## src/rtl/sound_mixer_pkg.sv

```systemverilog
// Shared types and register map for the sound mixer family.
package sound_mixer_pkg;

  typedef enum logic [1:0] {
    ST_IDLE = 2'd0,
    ST_ACC  = 2'd1,
    ST_SAT  = 2'd2
  } state_e;

  localparam int REG_GAIN_BASE = 0;
  localparam int REG_MUTE      = 8;
  localparam int REG_STATUS    = 9;
  localparam int REG_PEAK      = 10;

  localparam int STAT_OVERRUN = 0;
  localparam int STAT_BUSY    = 1;
  localparam int STAT_CLIP    = 2;

  function automatic int GAIN_UNITY(input int gain_w);
    return 1 << (gain_w - 1);
  endfunction

endpackage

```

## src/rtl/sound_mixer_sat.sv

```systemverilog
// Combinational floor-shift and clamp from accumulator width down to OUT_W,
// flagging when the clamp was applied.
module sound_mixer_sat #(
  parameter int IN_W  = 28,
  parameter int OUT_W = 16,
  parameter int SHIFT = 7
) (
  input  logic signed [IN_W-1:0]  acc,
  output logic signed [OUT_W-1:0] dout,
  output logic                    clip
);

  localparam logic signed [IN_W-1:0] MAX_V = {{(IN_W-OUT_W+1){1'b0}}, {(OUT_W-1){1'b1}}};
  localparam logic signed [IN_W-1:0] MIN_V = {{(IN_W-OUT_W+1){1'b1}}, {(OUT_W-1){1'b0}}};

  // Arithmetic shift gives floor rounding for negative sums.
  function automatic logic signed [IN_W-1:0] shift_floor(input logic signed [IN_W-1:0] x);
    return x >>> SHIFT;
  endfunction

  // Returns {clip, value}.
  function automatic logic [OUT_W:0] clamp(input logic signed [IN_W-1:0] x);
    if (x > MAX_V)
      return {1'b1, MAX_V[OUT_W-1:0]};
    else if (x < MIN_V)
      return {1'b1, MIN_V[OUT_W-1:0]};
    else
      return {1'b0, x[OUT_W-1:0]};
  endfunction

  logic [OUT_W:0] res;

  always_comb begin
    res  = clamp(shift_floor(acc));
    dout = res[OUT_W-1:0];
    clip = res[OUT_W];
  end

endmodule

```

## src/rtl/sound_mixer_gain.sv

```systemverilog
// N-channel mixer: per-channel gain and mute, one-channel-per-clock MAC, saturated output.
// Define SOUND_MIXER_PEAK_EN to add the peak-hold register at address 10.
module sound_mixer_gain
  import sound_mixer_pkg::*;
#(
  parameter int                COUNT        = 3,
  parameter int                WIDTH        = 16,
  parameter int                GAIN_W       = 8,
  parameter logic [GAIN_W-1:0] GAIN_DEFAULT = 8'h40,
  parameter int                REG_AW       = 4
) (
  input  logic                     CLK,
  input  logic                     RESET,
  input  logic                     SAMPLE_STB,
  input  logic [COUNT*WIDTH-1:0]   IN_SIGNAL,
  input  logic                     REG_WE,
  input  logic [REG_AW-1:0]        REG_ADDR,
  input  logic [7:0]               REG_WDATA,
  output logic [7:0]               REG_RDATA,
  output logic signed [WIDTH-1:0]  OUT_SIGNAL,
  output logic                     OUT_VALID,
  output logic                     BUSY
);

  localparam int PROD_W = WIDTH + GAIN_W + 1;
  localparam int ACC_W  = WIDTH + GAIN_W + $clog2(COUNT) + 1;
  localparam int CH_W   = (COUNT > 1) ? $clog2(COUNT) : 1;

  state_e                  state;
  logic [CH_W-1:0]         ch;
  logic [GAIN_W-1:0]       gain [COUNT];
  logic [COUNT-1:0]        mute;
  logic                    overrun;
  logic                    clip;

  logic signed [WIDTH-1:0] smp_p0 [COUNT];
  logic [GAIN_W-1:0]       gain_p0 [COUNT];
  logic [COUNT-1:0]        mute_p0;
  logic signed [ACC_W-1:0] acc_p1;

  logic signed [PROD_W-1:0] smp_x, gain_x, prod;
  logic signed [ACC_W-1:0]  acc_next;
  logic signed [WIDTH-1:0]  sat_out;
  logic                     sat_clip;

  logic                     start;
  logic                     last_ch;
  logic [COUNT-1:0]         wr_gain;
  logic                     wr_mute;
  logic                     wr_status;

  assign BUSY    = (state != ST_IDLE);
  assign start   = (state == ST_IDLE) && SAMPLE_STB;
  assign last_ch = (state == ST_ACC) && (ch == CH_W'(COUNT - 1));

  always_comb begin
    wr_gain = '0;
    for (int i = 0; i < COUNT; i++)
      wr_gain[i] = REG_WE && (REG_ADDR == REG_AW'(REG_GAIN_BASE + i));
    wr_mute   = REG_WE && (REG_ADDR == REG_AW'(REG_MUTE));
    wr_status = REG_WE && (REG_ADDR == REG_AW'(REG_STATUS));
  end

  // Stage p0 -> p1: the head of the snapshot shift register feeds the multiplier.
  always_comb begin
    smp_x    = PROD_W'(smp_p0[0]);
    gain_x   = PROD_W'({1'b0, gain_p0[0]});
    prod     = mute_p0[0] ? '0 : smp_x * gain_x;
    acc_next = acc_p1 + ACC_W'(prod);
  end

  // The final channel's sum is saturated directly so the result lands on the SAT cycle.
  sound_mixer_sat #(
    .IN_W  (ACC_W),
    .OUT_W (WIDTH),
    .SHIFT (GAIN_W - 1)
  ) u_sat (
    .acc  (acc_next),
    .dout (sat_out),
    .clip (sat_clip)
  );

  always_ff @(posedge CLK) begin
    if (start) begin
      for (int i = 0; i < COUNT; i++) begin
        smp_p0[i]  <= IN_SIGNAL[i*WIDTH +: WIDTH];
        gain_p0[i] <= gain[i];
      end
      mute_p0 <= mute;
      acc_p1  <= '0;
    end else if (state == ST_ACC) begin
      for (int i = 0; i < COUNT - 1; i++) begin
        smp_p0[i]  <= smp_p0[i+1];
        gain_p0[i] <= gain_p0[i+1];
      end
      mute_p0 <= mute_p0 >> 1;
      acc_p1  <= acc_next;
    end
  end

  always_ff @(posedge CLK) begin
    if (RESET) begin
      state      <= ST_IDLE;
      ch         <= '0;
      OUT_SIGNAL <= '0;
      OUT_VALID  <= 1'b0;
      overrun    <= 1'b0;
      clip       <= 1'b0;
      mute       <= '0;
      for (int i = 0; i < COUNT; i++)
        gain[i] <= GAIN_DEFAULT;
    end else begin
      OUT_VALID <= 1'b0;
      case (state)
        ST_IDLE: begin
          if (SAMPLE_STB) begin
            state <= ST_ACC;
            ch    <= '0;
          end
        end
        ST_ACC: begin
          ch <= ch + 1'b1;
          if (last_ch) begin
            state      <= ST_SAT;
            OUT_SIGNAL <= sat_out;
            OUT_VALID  <= 1'b1;
          end
        end
        default: state <= ST_IDLE;
      endcase

      for (int i = 0; i < COUNT; i++)
        if (wr_gain[i])
          gain[i] <= GAIN_W'(REG_WDATA);
      if (wr_mute)
        mute <= COUNT'(REG_WDATA);

      // A flag being set wins over a coincident write-1-to-clear.
      if (SAMPLE_STB && state != ST_IDLE)
        overrun <= 1'b1;
      else if (wr_status && REG_WDATA[STAT_OVERRUN])
        overrun <= 1'b0;

      if (last_ch && sat_clip)
        clip <= 1'b1;
      else if (wr_status && REG_WDATA[STAT_CLIP])
        clip <= 1'b0;
    end
  end

`ifdef SOUND_MIXER_PEAK_EN
  logic [7:0]       peak;
  logic [WIDTH-1:0] mag;
  logic [7:0]       mag_hi;
  logic             wr_peak;

  assign wr_peak = REG_WE && (REG_ADDR == REG_AW'(REG_PEAK));

  // The most negative sample has no positive twin; fold it onto the positive limit.
  always_comb begin
    mag = sat_out[WIDTH-1] ? WIDTH'(-sat_out) : WIDTH'(sat_out);
    if (sat_out == {1'b1, {(WIDTH-1){1'b0}}})
      mag = {1'b0, {(WIDTH-1){1'b1}}};
    mag_hi = mag[WIDTH-1 -: 8];
  end

  always_ff @(posedge CLK) begin
    if (RESET)
      peak <= '0;
    else if (last_ch && (wr_peak || mag_hi > peak))
      peak <= mag_hi;
    else if (wr_peak)
      peak <= '0;
  end
`endif

  always_comb begin
    REG_RDATA = '0;
    for (int i = 0; i < COUNT; i++)
      if (REG_ADDR == REG_AW'(REG_GAIN_BASE + i))
        REG_RDATA = 8'(gain[i]);
    if (REG_ADDR == REG_AW'(REG_MUTE))
      REG_RDATA = 8'(mute);
    if (REG_ADDR == REG_AW'(REG_STATUS)) begin
      REG_RDATA[STAT_OVERRUN] = overrun;
      REG_RDATA[STAT_BUSY]    = BUSY;
      REG_RDATA[STAT_CLIP]    = clip;
    end
`ifdef SOUND_MIXER_PEAK_EN
    if (REG_ADDR == REG_AW'(REG_PEAK))
      REG_RDATA = peak;
`endif
  end

endmodule

```

## config.mk

```make
export PLATFORM = sky130hd
export DESIGN_NAME = sound_mixer_gain
export DESIGN_NICKNAME = d
export VERILOG_FILES = /design/src/rtl/sound_mixer_pkg.sv /design/src/rtl/sound_mixer_sat.sv /design/src/rtl/sound_mixer_gain.sv
export SDC_FILE = /design/constraint.sdc
export NUM_CORES = 1
export LEC_CHECK = 0
export ABC_AREA = 1
export BUFFER_PORTS_ARGS = -buffer_cell sky130_fd_sc_hd__buf_2
export CORE_MARGIN = 5
export CORE_UTILIZATION = 30
export DETAILED_ROUTE_END_ITERATION = 6
export PLACE_DENSITY = 0.49
export SLEW_MARGIN = 20
export SYNTH_ARGS = -nofsm -noshare
export SYNTH_HDL_FRONTEND = slang
export SYNTH_SLANG_ARGS = --single-unit
```

## constraint.sdc

```tcl
create_clock -name CLK -period 9.85 [get_ports CLK]
set_clock_uncertainty 0.2 [all_clocks]
set_input_delay 0.4925 -clock CLK [delete_from_list [all_inputs] [get_ports CLK]]
set_output_delay 0.4925 -clock CLK [all_outputs]
set_load 0.03 [all_outputs]
```

### Word-level counts from Yosys, hierarchy flattened

Memories as Yosys holds them, arrays and structs flattened.
Index checks and enable logic that the tools add are counted.

| storage, ports and cells | value |
|---|---|
| bits in registers | 56 |
| bits in writable memories | 96 |
| output and inout bits | 26 |
| logic and storage cells | 98 |
| memories kept | 3 |

Memories:

| memory | words | bits a word | rd ports | clocked after Yosys merged registers in | wr ports | RTL line | source |
|---|---|---|---|---|---|---|---|
| smp_p0 | 3 | 16 | 3 | 0 | 3 | sound_mixer_gain.sv:36 | `logic signed [WIDTH-1:0] smp_p0 [COUNT];` |
| gain | 3 | 8 | 3 | 0 | 3 | sound_mixer_gain.sv:31 | `logic [GAIN_W-1:0] gain [COUNT];` |
| gain_p0 | 3 | 8 | 3 | 0 | 3 | sound_mixer_gain.sv:37 | `logic [GAIN_W-1:0] gain_p0 [COUNT];` |

| cells by class | value |
|---|---|
| add/subtract/negate cells | 2 |
| multiply operators | 1 |
| order comparisons | 2 |
| equal/unequal tests | 8 |
| mux-type cells | 43 |
| bitwise logic cells | 8 |
| reduce and logical (&&, ||, !) cells | 22 |

Operators with widths:

| cell | count |
|---|---|
| $mux 8 | 9 |
| $mux 17 | 2 |
| $mux 16 | 2 |
| $add 27x25->27 | 1 |
| $mul 16x9->25 | 1 |
| $mux 25 | 1 |
| $mux 1 | 21 |
| $gt 20x16->1 const B | 1 |
| $lt 20x16->1 const B | 1 |
| $logic_and 1x1->1 | 11 |
| $reduce_bool 2->1 | 5 |
| $mux 3 | 3 |
| $eq 4x4->1 const B | 2 |
| $pmux 2 s2 | 2 |
| $or 1x1->1 | 7 |
| $mux 2 | 3 |
| $reduce_and 2->1 | 3 |
| $eq 4x1->1 const B | 1 |
| $eq 4x2->1 const B | 1 |
| $logic_not 4->1 | 1 |
| $ne 2x2->1 const B | 2 |
| $add 2x1->2 const B | 1 |
| $eq 2x1->1 const B | 1 |
| $eq 2x2->1 const B | 1 |
| other kinds (3) | 3 |

### Longest topological paths before layout

Gate-level depths: netlist of run 1.
An unclocked memory read counts as a cell.

| depth | value |
|---|---|
| depth after elaboration | 9 |
| gate-level depth with buffers | 43 |
| mapped depth without buffers | 40 |

### Cells and area by module

A second synthesis of run 1 with hierarchy kept.

| second synthesis, totals | value |
|---|---|
| cells, all modules | 1,527 |
| area, all modules | 12,305.6 µm² |

Modules (own cells, without submodules):

| module | times used | cells each | area each (µm²) |
|---|---|---|---|
| sound_mixer_gain | 1 | 1,487 | 12,121.6 |
| sound_mixer_sat | 1 | 40 | 183.9 |

### Least setup slack after synthesis of run 1

OpenSTA, ideal clock, no wires.

| timing | value |
|---|---|
| path kind | register -> register |
| from | memory gain_p0[0][5] |
| to | register clip |
| library setup time | 0.125 ns |
| data arrival time | 6.042 ns |
| setup slack | 3.483 ns |
| cell stages (with the launch flop) | 36 |
| buffers on the path | 3 |
| period minus slack after synthesis | 6.367 ns |
| cells stage by stage | edfxtp_1 clkbuf_1 clkbuf_1 nand2_1 fa_1 fa_1 inv_1 fa_1 inv_1 fa_1 inv_1 ha_1 nand2_1 o21ai_0 nand2_1 o211ai_1 a21oi_1 o21ai_0 nand2_1 nand2_1 xnor2_1 nor2_1 ha_1 a21oi_1 o21ai_0 a21oi_1 nand3_1 nand2_1 nand2_1 nor2_1 nand3b_1 nand3_4 buf_8 nand2_1 nand2_1 nand2_1 |

RTL lines:

| item | RTL line | source |
|---|---|---|
| start, declared | sound_mixer_gain.sv:37 |  |
| end signal, assigned | sound_mixer_gain.sv:108 | `clip <= 1'b0;` |
| end signal, assigned | sound_mixer_gain.sv:145 | `clip <= 1'b1;` |
| end signal, assigned | sound_mixer_gain.sv:147 | `clip <= 1'b0;` |
| end, declared | sound_mixer_gain.sv:34 | `logic clip;` |

==> metrics.md, run 1 <==
| Metric | Value |
|---|---|
| Max_slew headroom | 0.3028 |
| Placed cells | 2128 |
| Ranking of synthesized cells by area | edfxtp_1 (24%), fa_1 (17%), nand2_1 (14%), inv_1 (9.7%), dfxtp_1 (8.5%) |
| Synth Register Bits | 152 |
| Worst-Margin Slew | 1.039 ns |
| Number of global-route vias before repair | 9980 |
| Final min period | 7.424 ns |
| Critical Path AT | 7.53 ns |
| Filler Cells Inserted | 4361 |
| Clock edge transition at the registers on the reported setup and hold paths | 0.06 ns |
| Routed wl met2 | 15280 um |
| Mean post-synth cell area | 7.994 um^2 |
| Global-route wire length before repair | 50760 um |
| Total grt overflow | 0 |
| Fraction of registers with async set/reset | 0 |
| Worst-path maximum fanout | 16 |
| Synth Flop Type | edfxtp_1 |
| Final-report max-slew violation count | 0 |
| Vias per cell | 4.450 |
| CP Capture Type | flip-flop |
| Share of cells above drive strength 1 | 0.1103 |
| Num CTS Buffers | 17 |
| Tightest Hold Check Type | in -> reg |
| Yosys cell types | 46 |
| Avg WL per Cell | 14.06 um |
| Worst setup path class | reg -> reg |
| Final HPWL DP | 23840 um |
| H-tree depth | 4 |
| Sequential cell area fraction in the yosys report | 0.3241 |
| Sum Neg Setup Slack | 0 ns |
| Cell taking the most area after synthesis | edfxtp_1 |
| Post-synth EDFFs | 99 |
| CTS Buffer Depth | 2 |
| Setup slack after layout | 2.426 ns |
| GP Congestion | 0.8952 |
| Detailed Route WL | 30430 um |
| Clock root buffer | clkbuf_16 |
| Initial antenna violation count | 0 |
| Max layer used | met4 |
| TritonCTS clock tree | yes |
| I/O Buffers | 89 |
| Layout Cells excl Fill | 2164 |
| DRC errors left | 0 |
| Syn_nets | 1801 |
| Vert. Die Dim | 213.7 um |
| Total GRT Usage | 0.1393 |
| Met1 WL | 13840 um |
| # IOs | 90 |
| Slowest-stage cell, CP | edfxtp_1 |
| Wire length on met3 | 813 um |
| Share of the synthesized area in the top cell type | 0.2388 |
| Max Cap Viol | 0 |
| Outcome | completed |
| Tcrit/Tclk final | 0.7537 |
| Routed vias | 9630 |
| Fmax | 134.7 MHz |
| 1st-iter DRT viols | 538 |
| Cell Area, Synth | 12450 um^2 |
| Worst EP required | 9.96 ns |
| Row count | 74 |
| Die W | 213.7 um |
| Largest net degree at the start of global routing | 54 |
| Setup Fix Bufs, Post-CTS | 0 |
| Final Util | 0.3422 |
| Clock sinks | 152 |
| Initial Util | 0.3041 |
| Post-route antenna net violation count | 0 |
| Syn Inst Count | 1557 |
| RSZ-0062 raised after global routing | no |
| CP max stage delay | 0.73 ns |
| CORE AREA | 40920 um^2 |
| Area growth, synth to finish | 12.50% |
| Synth Warn # | 0 |
| ANT cells | 0 |
| Die area | 45660 um^2 |
| Number of setup violations in the final report | 0 |
| Final Net Count | 1863 |
| Drt first pass iters | 5 |
| Critical path's most frequent cell | nand2_1 |
| Pre-CTS WS | 2.404 ns |
| CP Launch Type | flip-flop |
| Fin. Hold Viols | 0 |
| Clk_lat worst skew | 0.44 ns |
==> state kept, by name, indices dropped and copies added, names as in the netlist, 2 cells and up <==
register,count
state,2
gain,24
smp_p0,48
ch,2
OUT_SIGNAL,16
mute,3
gain_p0,24
acc_p1,27
mute_p0,3
==> cell usage after synthesis (2+ instances only) <==
| cell | instances |
|---|---|
| a21oi_2 | 11 |
| nand3_2 | 9 |
| a22o_1 | 15 |
| nand2_1 | 470 |
| clkbuf_1 | 52 |
| o22ai_1 | 2 |
| nor2_1 | 70 |
| a21oi_1 | 67 |
| inv_1 | 322 |
| dfxtp_1 | 53 |
| ha_1 | 77 |
| o211ai_1 | 3 |
| edfxtp_1 | 99 |
| a21o_1 | 2 |
| nor2_2 | 4 |
| inv_2 | 5 |
| or2_2 | 3 |
| o21ai_0 | 54 |
| o21bai_1 | 5 |
| buf_1 | 2 |
| nor4_1 | 2 |
| o21a_1 | 3 |
| nand2_2 | 14 |
| xor2_1 | 20 |
| nand4_1 | 7 |
| fa_1 | 103 |
| clkbuf_2 | 2 |
| xnor2_1 | 11 |
| nand3_1 | 50 |
| nand3b_1 | 2 |
| o31ai_1 | 2 |
| o221ai_1 | 2 |
==> area by class of cell <==
| type | instances | area, um^2 | share of cell area |
|---|---|---|---|
| Clock inverter | 15 | 151.4 | 0.01081 |
| Multi-Input combinational cell | 1020 | 6954 | 0.4966 |
| Timing Repair Buffer | 101 | 545.5 | 0.03896 |
| Tap cell | 532 | 665.6 | 0.04753 |
| Inverter | 327 | 1227 | 0.08765 |
| Sequential cell | 152 | 4034 | 0.2881 |
| Clock buffer | 17 | 425.4 | 0.03038 |
==> path summary, 6_finish.rpt <==
path / startpoint / end / slack, ns / cells after the start
max: gain_p0[0][3] / OUT_SIGNAL[2] / 2.43 / 31
min: IN_SIGNAL[43] / smp_p0[1][11] / 0.03 / 1
max reg2reg: gain_p0[0][3] / OUT_SIGNAL[2] / 2.43 / 31
min reg2reg: gain[0][19] / gain_p0[1][3] / 0.25 / 0
==> cells by family (layout without fill, tap and decap cells) <==
| logic type | Yosys count | count (layout) | share of synthesized area |
|---|---|---|---|
| simple gates | 637 | 637 | 0.2111 |
| fa+ha+maj | 180 | 180 | 0.2431 |
| flops | 152 | 152 | 0.3241 |
| compound gates | 172 | 172 | 0.08213 |
| xor+xnor | 31 | 31 | 0.02181 |
| buf+inv | 385 | 460 | 0.1178 |
==> stage by stage <==
stage	hold WS [ns]	area [um^2]
6_report	0.03499	14000
5_1_grt	0.01913	14000
4_1_cts	0.002145	14000
3_5_place_dp	0.2333	13390
3_3_place_gp	0.2372	13390
2_1_floorplan	0.2208	12450
==> cells in the final DEF, fill, tap and decap left out, types with 11 or more instances in the layout <==
cell       instances
nand2_1          470
inv_1            320
fa_1             103
edfxtp_1          99
buf_2             89
ha_1              77
nor2_1            69
a21oi_1           67
o21ai_0           54
dfxtp_1           53
nand3_1           50
xor2_1            20
clkbuf_16         17
a22o_1            15
nand2_2           14
xnor2_1           11
a21oi_2           11
==> timing repair <==
action / in CTS / in global routing
gates resized for setup: 0 / 0
endpoints found under the hold margin: 4 / 0
hold buffers: 4 / 0
==> worst max-delay path: cells and delay by family (launching register included) <==
kind | cells | cell delay [ns]
simple gates | 15 | 2.22
flops | 1 | 0.73
fa+ha+maj | 6 | 2.93
buf+inv | 6 | 0.69
xor+xnor | 1 | 0.14
compound gates | 3 | 0.36
==> per-layer routing <==
layer | vias to the layer above | track usage
met2 | 122 | 0.2462
met3 | 35 | 0.01858
li1 | 4912 | -
met4 | 0 | 0.03684
met5 | - | 0
met1 | 4561 | 0.1806
Power of run 1 is not shown: default switching activity piles up to over one toggle a cycle in this logic, so the estimate is an artifact.
==> inputs of run 2 (changes only) <==
--- a/config.mk
+++ b/config.mk
@@ -5,12 +5,12 @@
 export SDC_FILE = /design/constraint.sdc
 export NUM_CORES = 1
 export LEC_CHECK = 0
-export ABC_AREA = 1
+export ABC_AREA = 0
 export BUFFER_PORTS_ARGS = -buffer_cell sky130_fd_sc_hd__buf_2
 export CORE_MARGIN = 5
 export CORE_UTILIZATION = 30
 export DETAILED_ROUTE_END_ITERATION = 6
-export PLACE_DENSITY = 0.49
+export PLACE_DENSITY = 0.5
 export SLEW_MARGIN = 20
 export SYNTH_ARGS = -nofsm -noshare
 export SYNTH_HDL_FRONTEND = slang
==> constraint.sdc (replaced) <==
create_clock -name CLK -period 7.66 [get_ports CLK]
set_clock_uncertainty 0.2 [all_clocks]
set_input_delay 0.383 -clock CLK [delete_from_list [all_inputs] [get_ports CLK]]
set_output_delay 0.383 -clock CLK [all_outputs]
set_load 0.03 [all_outputs]
==> run 2 against run 1 <==
Synthesized cell count down 17%. First-iteration DRC count decreased by 36%. Core utilization increased by 2.7 points. Non-clock buffer count up 90. Maximum frequency rose by 0.61%.
==> metrics.md, run 2 <==
| Metric | Value |
|---|---|
| Max Cap Viol | 0 (unchanged) |
| H-tree depth | 4 (unchanged) |
| Post-route antenna net violation count | 0 (unchanged) |
| 1st-iter DRT viols | 344 (-36%) |
| Clock root buffer | clkbuf_16 |
| Critical Path AT | 7.50 ns (-0.03 ns) |
| Final Net Count | 1706 (-8.4%) |
| ANT cells | 0 (unchanged) |
| Synth Flop Type | edfxtp_1 |
| Clock edge transition at the registers on the reported setup and hold paths | 0.06 ns (about the same) |
| Share of cells above drive strength 1 | 0.1729 (+0.06259) |
| Vert. Die Dim | 209.7 um (-1.9%) |
| Die W | 209.7 um (-1.9%) |
| Gr busiest metal | met2 |
| Die area | 43970 um^2 (-3.7%) |
| CTS Buffer Depth | 2 (unchanged) |
| CORE AREA | 39550 um^2 (-3.4%) |
| Syn_nets | 1538 (-15%) |
| Commonest non-fill, non-tap cells in the layout | nand2_1 (274), inv_1 (176), fa_1 (102) |
| Total GRT Usage | 0.1322 (-0.007090) |
| Most frequent cell after synthesis | nand2_1 |
| Fin. Hold Viols | 0 (unchanged) |
| Largest net degree at the start of global routing | 76 (+41%) |
| Worst EP required | 7.79 ns (-2.17 ns) |
| Drt first pass iters | 5 (unchanged) |
| CP max stage delay | 0.56 ns (-0.17 ns) |
| Tcrit/Tclk final | 0.9634 (+0.2097) |
| TritonCTS clock tree | yes |
| Most flops, register | smp_p0 |
| M2 GR Usage | 0.2336 (-0.01261) |
| Final HPWL DP | 22070 um (-7.4%) |
| CP Capture Type | flip-flop |
| Fraction of registers with async set/reset | 0 (unchanged) |
| # IOs | 90 (unchanged) |
| Outcome | completed |
| Slowest-stage cell, CP | fa_1 |
| Cell taking the most area after synthesis | edfxtp_1 |
| Share of the synthesized area in the top cell type | 0.2485 (+0.009694) |
| Synth Register Bits | 152 (unchanged) |
| Detailed Route WL | 28990 um (-4.8%) |
| Synth Warn # | 0 (unchanged) |
| Cell Area, Synth | 11960 um^2 (-3.9%) |
| Most common cell after layout, fill and taps aside | nand2_1 |
| Initial antenna violation count | 0 (unchanged) |
| Worst-path maximum fanout | 10 (-6) |
| Clk_lat worst skew | 0.43 ns (about the same) |
| Tightest Hold Check Type | in -> reg |
| Final-report max-slew violation count | 0 (unchanged) |
| DRC errors left | 0 (unchanged) |
| Number of setup violations in the final report | 0 (unchanged) |
| M1 GR Usage | 0.1689 (-0.01168) |
| Global-route wire length before repair | 47710 um (-6.0%) |
| Ranking of synthesized cells by area | edfxtp_1 (25%), fa_1 (17%), dfxtp_1 (8.9%), nand2_1 (8.7%), ha_1 (8.1%) |
| GP Congestion | 0.7995 (-11%) |
| Vias per cell | 4.559 (+2.4%) |
| Fmax | 135.5 MHz (+0.61%) |
| Mean post-synth cell area | 9.244 um^2 (+16%) |
| Routed vias | 9117 (-5.3%) |
| Initial Util | 0.3024 (-0.001700) |
| Row count | 73 (-1.4%) |
| Largest regs | smp_p0: 48 flops, acc_p1: 27 flops |
| Synth cell count leaders | nand2_1 (278), inv_1 (178), fa_1 (103) |
| Syn Inst Count | 1294 (-17%) |
| Post-synth EDFFs | 99 (unchanged) |
| Number of global-route vias before repair | 9421 (-5.6%) |
| Max_slew headroom | 0.3806 (+0.07781) |
| Max reg flops | 48 (unchanged) |
| Num CTS Buffers | 17 (unchanged) |
| Pre-CTS WS | -0.1472 ns (-2.552 ns) |
| Total grt overflow | 0 (unchanged) |
| Yosys cell types | 67 (+46%) |
| Sequential cell area fraction in the yosys report | 0.3372 (+0.01315) |
| Top delay family on crit path | adder cells |
| Clock sinks | 152 (unchanged) |
| Final min period | 7.380 ns (-0.04472 ns) |
| Worst setup path class | reg -> reg |
| Crit path buffers/inverters | 7 (+1) |
| Area growth, synth to finish | 22.10% |
| I/O Buffers | 89 (unchanged) |
| M3 GR Usage | 0.01883 (+0.0002532) |
| Setup slack after layout | 0.2804 ns (-2.145 ns) |
| Avg WL per Cell | 14.49 um (+3.0%) |
| Worst-Margin Slew | 0.9235 ns (-0.1159 ns) |
| CP Launch Type | flip-flop |
## run 2: final cells by class
class	instances	area (um^2)
clock inverters	9	88.84
clock buffers	23	479.2
well taps	525	656.9
flip-flops and latches	152	4034
multi-input cells	922	7302
fillers	4056	24940
repair buffers	191	1376
inverters	178	668.1
## run 2: kinds of logic (layout without fill, tap and decap cells)
logic type	count (synthesis)	in the layout	share of synthesized area
xor+xnor	43	43	0.03264
simple gates	511	512	0.1895
buf+inv	221	401	0.07197
mux	15	15	0.01255
compound gates	172	172	0.1031
fa+ha+maj	180	180	0.2529
flops	152	152	0.3372
## run 2: per-layer routing
metal,vias to the layer above,share of wire,wire length (um)
met5,-,0,0
met4,0,0.014,418
met3,27,0.028,799
met2,136,0.52,14930
met1,4415,0.44,12830
li1,4539,-,-
## run 2: path summary, 6_finish.rpt
path,start,to,slack [ns],depth (start not counted)
max,gain_p0[0][2],clip,0.28,30
max reg2reg,gain_p0[0][2],clip,0.28,30
min,IN_SIGNAL[27],smp_p0[0][27],0.03,3
min reg2reg,gain[0][19],gain_p0[1][3],0.25,0
## run 2: tightest hold or removal path: stages
cell	delay, ns
buf_2	0.09
nand2_1	0.04
nand2_1	0.05
## run 2: timing repair
item,CTS,global route
gates resized for setup,4,54
gates cloned,1,1
endpoints found under the hold margin,32,0
setup endpoints to repair,16,16
setup buffers,4,15
hold buffers,32,0
pin swaps,0,27
## run 2: stage by stage
| step | hold slack, ns | util | instances | setup TNS, ns | instance area [um^2] |
|---|---|---|---|---|---|
| floorplan | 0.2261 | - | 1294 | 0 | 11960 |
| global placement | 0.2317 | 0.3365 | 1915 | 0 | 13310 |
| detailed placement | 0.2364 | 0.3365 | 1915 | -1.663 | 13310 |
| CTS | 0.0003429 | 0.3604 | 1984 | 0 | 14250 |
| global route | 0.01500 | 0.3693 | 2000 | -0.6657 | 14610 |
| finish | 0.02710 | 0.3693 | 2000 | 0 | 14610 |
Power of run 2 is left out for the same reason.
==> inputs of run 3 (changes only) <==
--- a/config.mk
+++ b/config.mk
@@ -9,6 +9,8 @@
 export BUFFER_PORTS_ARGS = -buffer_cell sky130_fd_sc_hd__buf_2
 export CORE_MARGIN = 5
 export CORE_UTILIZATION = 30
+export CTS_BUF_LIST = sky130_fd_sc_hd__clkbuf_8
+export CTS_CLUSTER_SIZE = 30
 export DETAILED_ROUTE_END_ITERATION = 6
 export PLACE_DENSITY = 0.5
 export SLEW_MARGIN = 20
==> run 3 against run 2 <==
Worst setup slack got worse by 0.030 ns. Count of clock-buffer cells in the layout fell by 3. Register-to-register slack got worse by 0.03 ns. Core utilization rose by 0.42 points. Flip-flop and latch count did not move. Routed wire length rose by 1.4%. Hold slack improved by 0.084 ns. Global-route usage rose by 0.12 points. Die area did not move. Via count rose by 0.97%. Sequential share of layout area fell by 0.31 points. Final area rose by 1.1%.
==> metrics.md, run 3 (same netlist as run 2, synthesis figures left out) <==
| Metric | Value |
|---|---|
| Critical path's most frequent cell | fa_1 |
| Routed vias | 9205 (+0.97%) |
| Commonest non-fill, non-tap cells in the layout | nand2_1 (275), inv_1 (178), fa_1 (101) |
| Max Cap Viol | 0 (unchanged) |
| Worst-Margin Slew | 0.9231 ns (-0.0003259 ns) |
| Final Util | 0.3735 (+0.004176) |
| Outcome | completed |
| Pre-CTS WS | -0.1472 ns (unchanged) |
| TritonCTS clock tree | yes |
| Max_slew headroom | 0.3809 (about the same) |
| Setup slack after layout | 0.2500 ns (-0.03042 ns) |
| Worst-path maximum fanout | 8 (-2) |
| CP Capture Type | flip-flop |
| Avg WL per Cell | 14.47 um (-0.13%) |
| Initial antenna violation count | 0 (unchanged) |
| CP Launch Type | flip-flop |
| Filler Cells Inserted | 4032 (-0.59%) |
| GP Congestion | 0.7995 (unchanged) |
| Most common cell after layout, fill and taps aside | nand2_1 |
| Max reg flops | 48 (unchanged) |
| CP max stage delay | 0.55 ns (about the same) |
| Number of setup violations in the final report | 0 (unchanged) |
| Fin. Hold Viols | 0 (unchanged) |
| Die area | 43970 um^2 (unchanged) |
| Clk_lat worst skew | 0.47 ns (+0.04 ns) |
| Clock root buffer | clkbuf_8 |
| Gr busiest metal | met2 |
| H-tree depth | 4 (unchanged) |
| Final min period | 7.410 ns (+0.03042 ns) |
| Register area | 4034 um^2 (unchanged) |
| M3 GR Usage | 0.02093 (+0.002093) |
| Area growth, synth to finish | 23.48% |
| Critical Path AT | 7.57 ns (+0.07 ns) |
| Clock edge transition at the registers on the reported setup and hold paths | 0.08 ns (+0.02 ns) |
| Final HPWL DP | 22070 um (unchanged) |
| ANT cells | 0 (unchanged) |
| Largest net degree at the start of global routing | 76 (unchanged) |
| 1st-iter DRT viols | 356 (+3.5%) |
| Vert. Die Dim | 209.7 um (unchanged) |
| Final-report max-slew violation count | 0 (unchanged) |
| Final Net Count | 1736 (+1.8%) |
| M1 GR Usage | 0.1700 (+0.001144) |
| Drt first pass iters | 5 (unchanged) |
| Total GRT Usage | 0.1334 (+0.001174) |
| DRC errors left | 0 (unchanged) |
| Share of cells above drive strength 1 | 0.1807 (+0.007850) |
| Number of global-route vias before repair | 9503 (+0.87%) |
| Initial Util | 0.3024 (unchanged) |
| Worst EP required | 7.82 ns (+0.03 ns) |
| I/O Buffers | 89 (unchanged) |
| Die W | 209.7 um (unchanged) |
| Row count | 73 (unchanged) |
| CORE AREA | 39550 um^2 (unchanged) |
| FF-to-FF setup slack | 0.25 ns (-0.03 ns) |
| Slowest-stage cell, CP | fa_1 |
| Fmax | 135.0 MHz (-0.41%) |
| Num CTS Buffers | 17 (unchanged) |
| Total grt overflow | 0 (unchanged) |
| # IOs | 90 (unchanged) |
| Tightest Hold Check Type | in -> reg |
| Worst setup path class | reg -> reg |
| Post-route antenna net violation count | 0 (unchanged) |
| Clock sinks | 152 (unchanged) |
| Most flops, register | smp_p0 |
| M2 GR Usage | 0.2373 (+0.003683) |
| CTS Buffer Depth | 2 (unchanged) |
| Largest regs | smp_p0: 48 flops, acc_p1: 27 flops |
| Vias per cell | 4.534 (-0.53%) |
| Global-route wire length before repair | 48130 um (+0.90%) |
| Detailed Route WL | 29380 um (+1.4%) |
| Area of the multi-input gates | 7376 um^2 (+1.0%) |
| Tcrit/Tclk final | 0.9674 (+0.003971) |
run 3: cell types whose count changed in the layout (fill, tap and decap cells not counted), sizes merged:
| cell | before | now |
|---|---|---|
| clkbuf | 23 | 20 |
| inv | 183 | 186 |
| buf | 159 | 164 |
| dlygate4sd3 | 32 | 57 |
run 3: worst max-delay path: cells and delay by family, from the launching register on:
kind	cells	cell delay (ns)
simple gates	7	1.16
flops	1	0.51
fa+ha+maj	6	2.75
compound gates	9	1.86
buf+inv	6	0.63
xor+xnor	1	0.22
run 3: path summary, 6_finish.rpt:
path                 start            end  depth (start not counted)
max          gain_p0[0][2]           clip                         29
min reg2reg    gain[0][17]  gain_p0[1][1]                          0
max reg2reg  gain_p0[0][2]           clip                         29
min                 REG_WE        overrun                          4
run 3: final cells by class:
cell class                 count  area share
clock inverter                12    0.006777
tap                          525     0.04447
timing repair buffer         221      0.1124
multi-input combinational    922      0.4994
inverter                     178     0.04524
clock buffer                  20     0.01864
sequential                   152      0.2731
run 3: per-layer routing:
layer	part of all wire	vias to the layer above
li1	-	4600
met1	0.44	4466
met2	0.52	112
met3	0.022	27
met4	0.015	0
met5	0	-
run 3: what timing repair did:
| item | in CTS | in global routing |
|---|---|---|
| resized for setup | 4 | 72 |
| hold endpoints to repair | 67 | 0 |
| gates cloned | 1 | 2 |
| buffers inserted | 4 | 19 |
| hold buffers | 57 | 0 |
| pin swaps | 1 | 32 |
| setup endpoints to repair | 16 | 16 |
run 3: through the flow:
| stage | cell area, um^2 | instances | hold WS, ns | TNS (ns) |
|---|---|---|---|---|
| final | 14770 | 2030 | 0.1113 | 0 |
| after global routing | 14770 | 2030 | 0.09067 | -1.184 |
| after CTS | 14310 | 2009 | 0.05118 | 0 |
| after detailed placement | 13310 | 1915 | 0.2364 | -1.663 |
| after global placement | 13310 | 1915 | 0.2317 | 0 |
| after floorplan | 11960 | 1294 | 0.2261 | 0 |
Power of run 3 is left out for the same reason.
